## config.mk

```make
export PLATFORM = sky130hd
export DESIGN_NAME = dly_tdc_monitor_flat
export DESIGN_NICKNAME = d
export VERILOG_FILES = /design/src/rtl/dly_tdc_pkg.sv /design/src/rtl/dly_tdc_if.sv /design/src/rtl/dly_tdc_encoder.sv /design/src/rtl/dly_tdc_monitor.sv /design/src/flat_wrapper.sv
export SDC_FILE = /design/constraint.sdc
export NUM_CORES = 1
export LEC_CHECK = 0
export CAP_MARGIN = 20
export CORE_MARGIN = 5
export CORE_UTILIZATION = 60
export CTS_CLUSTER_SIZE = 10
export DETAILED_ROUTE_END_ITERATION = 10
export GPL_TIMING_DRIVEN = 0
export PLACE_DENSITY = 0.8
export REMOVE_ABC_BUFFERS = 1
export SYNTH_ARGS = -nofsm -noshare
export SYNTH_HDL_FRONTEND = slang
export SYNTH_SLANG_ARGS = --single-unit
```

## constraint.sdc

```tcl
create_clock -name clk -period 10.3 [get_ports clk]
set_clock_uncertainty 0.2 [all_clocks]
set_input_delay 3.09 -clock clk [delete_from_list [all_inputs] [get_ports clk]]
set_output_delay 3.09 -clock clk [all_outputs]
set_load 0.005 [all_outputs]
```

## src/rtl/dly_tdc_pkg.sv

```systemverilog
// dly_tdc_pkg: shared states and width helper for the delay-chain monitor
package dly_tdc_pkg;
  typedef enum logic [2:0] {IDLE, FIRE, CAPT, SYNC, ACC, CLR} state_t;
  function automatic int cw_of(input int ntap);
    return $clog2(ntap + 1);
  endfunction
endpackage

```

## src/rtl/dly_tdc_if.sv

```systemverilog
// dly_tdc_if: controller and chain-side signals of the delay monitor
interface dly_tdc_if import dly_tdc_pkg::*; #(parameter int NTAP = 32) ();
  logic start;
  logic [NTAP-1:0] tap;
  logic launch, busy, done;
  logic [cw_of(NTAP)-1:0] code;
  logic ovf, err;
  modport master (output start, tap, input launch, busy, done, code, ovf, err);
  modport slave (input start, tap, output launch, busy, done, code, ovf, err);
endinterface

```

## src/rtl/dly_tdc_encoder.sv

```systemverilog
// dly_tdc_encoder: thermometer-to-count converter with bubble correction
module dly_tdc_encoder import dly_tdc_pkg::*; #(parameter int NTAP = 32) (
  input  logic [NTAP-1:0] tap,
  output logic [cw_of(NTAP)-1:0] code
);
  localparam int CW = cw_of(NTAP);
  logic run;
  // count the unbroken run of ones from tap[0]; bits past the first zero are bubbles
  always_comb begin
    code = '0;
    run = 1'b1;
    for (int i = 0; i < NTAP; i++) begin
      run = run & tap[i];
      code = code + CW'(run);
    end
  end
endmodule

```

## src/rtl/dly_tdc_monitor.sv

```systemverilog
// dly_tdc_monitor: launches edges into a tapped delay chain and averages the captured tap counts
module dly_tdc_monitor import dly_tdc_pkg::*; #(
  parameter int NTAP = 32,
  parameter int AVG_LOG2 = 2,
  parameter int CLR_MAX = 15
) (
  input logic clk,
  input logic rst,
  dly_tdc_if.slave bus
);
  localparam int CW = cw_of(NTAP);
  localparam int AW = CW + AVG_LOG2;
  localparam int SW = AVG_LOG2 + 1;
  localparam int TW = $clog2(CLR_MAX + 1);
  localparam logic [SW-1:0] SLAST = SW'((1 << AVG_LOG2) - 1);
  state_t state, nxt;
  logic [NTAP-1:0] cap, syn;
  logic [CW-1:0] enc;
  logic [AW-1:0] acc;
  logic [SW-1:0] cnt;
  logic [TW-1:0] tmr;
  logic ovf_s, clr_ok, clr_to, fin;
  dly_tdc_encoder #(.NTAP(NTAP)) u_enc (.tap(syn), .code(enc));
  assign clr_ok = tmr != '0 && syn == '0;
  assign clr_to = !clr_ok && tmr == TW'(CLR_MAX - 1);
  assign bus.busy = state != IDLE;
  // state register
  always_ff @(posedge clk or posedge rst) begin
    if (rst) state <= IDLE;
    else state <= nxt;
  end
  // sequencing; CLR leaves on a settled chain, on the last sample, or on timeout
  always_comb begin
    nxt = state;
    fin = 1'b0;
    case (state)
      IDLE: nxt = bus.start ? FIRE : IDLE;
      FIRE: nxt = CAPT;
      CAPT: nxt = SYNC;
      SYNC: nxt = ACC;
      ACC: nxt = CLR;
      CLR: begin
        fin = clr_to || (clr_ok && cnt == SLAST);
        nxt = fin ? IDLE : clr_ok ? FIRE : CLR;
      end
      default: nxt = IDLE;
    endcase
  end
  // launch flop, capture/sync pipe, accumulator, sample counter, clear timer and held results
  always_ff @(posedge clk or posedge rst) begin
    if (rst) begin
      cap <= '0;
      syn <= '0;
      acc <= '0;
      cnt <= '0;
      tmr <= '0;
      ovf_s <= 1'b0;
      bus.launch <= 1'b0;
      bus.done <= 1'b0;
      bus.code <= '0;
      bus.ovf <= 1'b0;
      bus.err <= 1'b0;
    end else begin
      bus.launch <= nxt == FIRE;
      if (state == FIRE || state == ACC || state == CLR) cap <= bus.tap;
      syn <= cap;
      tmr <= state == CLR ? tmr + TW'(1) : '0;
      if (state == IDLE && bus.start) begin
        acc <= '0;
        cnt <= '0;
        ovf_s <= 1'b0;
      end
      if (state == ACC) begin
        acc <= acc + AW'(enc);
        ovf_s <= ovf_s | (&syn);
      end
      if (state == CLR && nxt == FIRE) cnt <= cnt + SW'(1);
      bus.done <= fin;
      if (fin) begin
        bus.code <= acc[AW-1:AVG_LOG2];
        bus.ovf <= ovf_s;
        bus.err <= clr_to;
      end
    end
  end
endmodule
```

## src/flat_wrapper.sv

```systemverilog
// flat-port wrapper written by rule: the top's interface ports become plain ports
module dly_tdc_monitor_flat import dly_tdc_pkg::*;
#(
  parameter int NTAP = 32,
  parameter int AVG_LOG2 = 2,
  parameter int CLR_MAX = 15
)
  (clk, rst, bus_start, bus_tap, bus_launch, bus_busy, bus_done, bus_code, bus_ovf, bus_err);
  dly_tdc_if #(.NTAP(NTAP)) bus_i ();
  input logic clk;
  input logic rst;
  input wire logic [$bits(bus_i.start)-1:0] bus_start;
  input wire logic [$bits(bus_i.tap)-1:0] bus_tap;
  output wire logic [$bits(bus_i.launch)-1:0] bus_launch;
  output wire logic [$bits(bus_i.busy)-1:0] bus_busy;
  output wire logic [$bits(bus_i.done)-1:0] bus_done;
  output wire logic [$bits(bus_i.code)-1:0] bus_code;
  output wire logic [$bits(bus_i.ovf)-1:0] bus_ovf;
  output wire logic [$bits(bus_i.err)-1:0] bus_err;
  assign bus_i.start = bus_start;
  assign bus_i.tap = bus_tap;
  assign bus_launch = bus_i.launch;
  assign bus_busy = bus_i.busy;
  assign bus_done = bus_i.done;
  assign bus_code = bus_i.code;
  assign bus_ovf = bus_i.ovf;
  assign bus_err = bus_i.err;
  dly_tdc_monitor #(.NTAP(NTAP), .AVG_LOG2(AVG_LOG2), .CLR_MAX(CLR_MAX)) u_core (.clk(clk), .rst(rst), .bus(bus_i));
endmodule
```

==> metrics.md <==
| Metric | Value |
|---|---|
| CTS buffer count | 9 |
| IO Pins | 46 |
| Largest net degree at the start of global routing | between 60 and 70 |
| Synth area leader | dfrtp_1 |
| Initial Util | just over 60% |
| Die Wd | approximately 97 um |
| LEAKAGE | 2.468 nW |
| Outcome | completed |
| Hold_buf cts | 0 |
| Routed Wire Length | 7659 um |
| Fill cells | about 490 |
| Hold_ws | 177.4 ps |
| GR Util met1 | 23.96% |
| Fraction of layout cells with a size suffix above 1 | between 10% and 20% |
| Setup TNS | 0 ps |
| Post-synthesis cell area | 0.004563 sq mm |
| Yosys reg bits | 93 |
| Critical path class | reg2reg |
| R2R Setup Slk | 3120 ps |
| Setup Buffers After CTS | 0 |
| CP Max Fanout | 5 |
| Top post-synthesis cells by area | dfrtp_1 51%, fa_1 11%, mux2_2 9.6%, ha_1 5.5%, inv_1 3.4% |
| Grt met2 use | 29.35% |
| Ant diodes | 0 |
| CTS tree | built |
| Worst VDD drop | 0.1548 mV |
| Vias after detailed routing | 2,820 |
| Final HPWL DP | approximately 6000 um |
| F_max | 139.2 MHz |
| Slew HR | ~65% |
| Most used routing layer | met2 |
| Power Density | 238.5 mW/mm^2 |
| Area grow syn2layout | 17.30% |
| RSZ-0062 raised after global routing | false |
| Number of global-route vias before repair | 2,940 |
| PortBufs | between 40 and 50 |
| First-pass GRT wire length | 13,790 um |
| DR WL/cell | 14.81 um |
| GRT Total Usage | 18.26% |
| Critical Path AT | 7240 ps |
| MaxCap Viol Count | 0 |
| Antenna violations before repair | 0 |
| Root buf cell | clkbuf_8 |
| Core region area | 0.007331 sq mm |
| Final GP Congestion | 0.8609 |
| Area share of the largest cell type after synthesis | approximately half |
| Endpoints failing setup | 0 |
| Grt ovf | 0 |
| DRC viols | 0 |
| H-tree depth | 3 |
| Die Area | about 0.0094 sq mm |
| Tot Pwr | about 0.0013 W |
| Hold crit path type | reg2reg |
| Sink Count | 93 |
| Worst Path Required | 10,350 ps |
| Setup crit start kind | flip-flop |
| 1st-pass router iterations | 4 |
| Fin crit share | a little over two thirds |
| Filler-free cell count of the finished design | 517 |
| DP Area | 0.005162 sq mm |
| Max Buffers Root-to-Sink | 2 |
| Nets | 494 |
| Min Tclk post-route | a little over 7000 ps |
| Post-synthesis area per instance | 12.54 sq um |
| Latest clock arrival within the worst-skew pair | 360 ps |
| Design area | 0.005353 sq mm |
| Synth Instances | 364 |
| Worst-margin pin slew | 524.0 ps |
| Number of synthesis warnings | 0 |
| Max-slew violations | 0 |
| Critical path endpoint category | flip-flop |
| Die Height | a little under 100 um |
| Post-placement cell count | between 500 and 600 |
| Met3 GRT Util | 4.451% |
| CTS resizes | 0 |
| Clk slew on worst S/H paths | 90 ps |
| Yosys cell types | 44 |
| Initial drt markers | 52 |
| Sequential-to-total area share from yosys stat | 51.00% |
| Via/cell ratio | between 5 and 6 |
| Routed Antenna Nets | 0 |
| # rows | 31 |
| Hold Violations, Final | 0 |
-- sequential cells by signal, summed over array words and instances, names as in the netlist, 3 cells and up --
register         cells
u_core.bus.code      6
u_core.cap          32
u_core.syn          32
u_core.acc           8
u_core.cnt           3
u_core.tmr           4
u_core.state         3
-- path summary, 6_finish.rpt --
path | from | endpoint | cells after the start
min | u_core.cap[1] | u_core.syn[1] | 0
min in group asynchronous | rst | u_core.cnt[0] | 2
max | u_core.syn[0] | u_core.acc[6] | 25
max reg2reg | u_core.syn[0] | u_core.acc[6] | 25
max in group asynchronous | rst | u_core.cap[28] | 3
min reg2reg | u_core.cap[1] | u_core.syn[1] | 0
-- where the power goes --
part	switching [W]	total (W)	internal (W)	leakage, nW
Clock	0.000133	0.000226	0.0000934	0.0978
Sequential	0.000111	0.000626	0.000514	1.14
Combinational	0.000203	0.000425	0.000222	1.23
Total	0.000447	0.00128	0.000829	2.47
-- placed cells by master, fill, tap and decap left out, types with 10 or more instances in the layout --
cell,synthesis,layout
nor2_1,13,13
clkdlybuf4s50_1,0,45
nand3_1,12,12
fa_1,26,26
mux2_2,39,39
o21ai_0,10,10
and3_1,10,10
ha_1,20,20
dfrtp_1,93,93
nor4_1,10,10
inv_1,41,40
nand2_1,15,15
-- through the flow --
stage / setup slack [ps] / utilization [%]
after floorplan: 3694 / -
after global placement: 3265 / 69.59
after detailed placement: 3161 / 70.42
after CTS: 3089 / 73.02
after global routing: 2734 / 73.02
final: 3117 / 73.02
-- per-layer routing --
layer  routed length [um]  part of all wire [%]
met5                    0                     0
met4                  141                   1.8
met3                  365                   4.8
met2                 3837                    50
met1                 3315                    43
-- Yosys cell counts, drive strengths merged --
library cell  count
xnor2             3
inv              43
a22o              1
clkbuf            7
fa               26
and2              9
o311ai            2
dfrtp            93
nor4             11
ha               20
nand2            15
o32a              1
a31o              1
o22ai             1
nand4             5
o21a              2
a31oi             2
mux2i             2
nor3b             2
and4b             1
o21bai            1
nor2             13
a21oi             5
o31ai             3
o21ai            10
nor3              7
xor2              3
and3             13
nor2b             1
mux2             41
buf               2
a21o              2
or2               3
nand3            13
-- worst max-delay path, cell delays in order (launching register included) --
cell,delay (ps)
dfrtp_1,410
and3_2,230
and2_4,170
inv_4,50
nor4_4,360
nand3_2,160
inv_2,120
and3_4,220
and3_4,200
nand4_1,120
fa_1,500
fa_1,510
inv_1,50
fa_1,530
fa_1,450
fa_1,590
fa_1,450
fa_1,420
inv_1,80
fa_1,200
nor2b_1,50
o21ai_0,210
a21oi_1,140
o21a_1,200
o21a_1,160
o31ai_1,260
-- cells by family after synthesis --
logic type / Yosys count / share of synthesized area (%)
simple gates: 93 / 11.54
flops: 93 / 51.00
buf+inv: 52 / 4.387
fa+ha+maj: 46 / 16.89
mux: 43 / 10.56
compound gates: 31 / 4.470
xor+xnor: 6 / 1.152
-- layout make-up --
class	count	area [sq um]	share of cell area, %
flip-flops and latches	93	2327	43.48
multi-input cells	219	2047	38.24
repair buffers	47	498.0	9.303
inverters	43	166.4	3.109
clock buffers	9	123.9	2.314
well taps	99	123.9	2.314
clock inverters	7	66.31	1.239
Power figures use the tool's default switching activity.
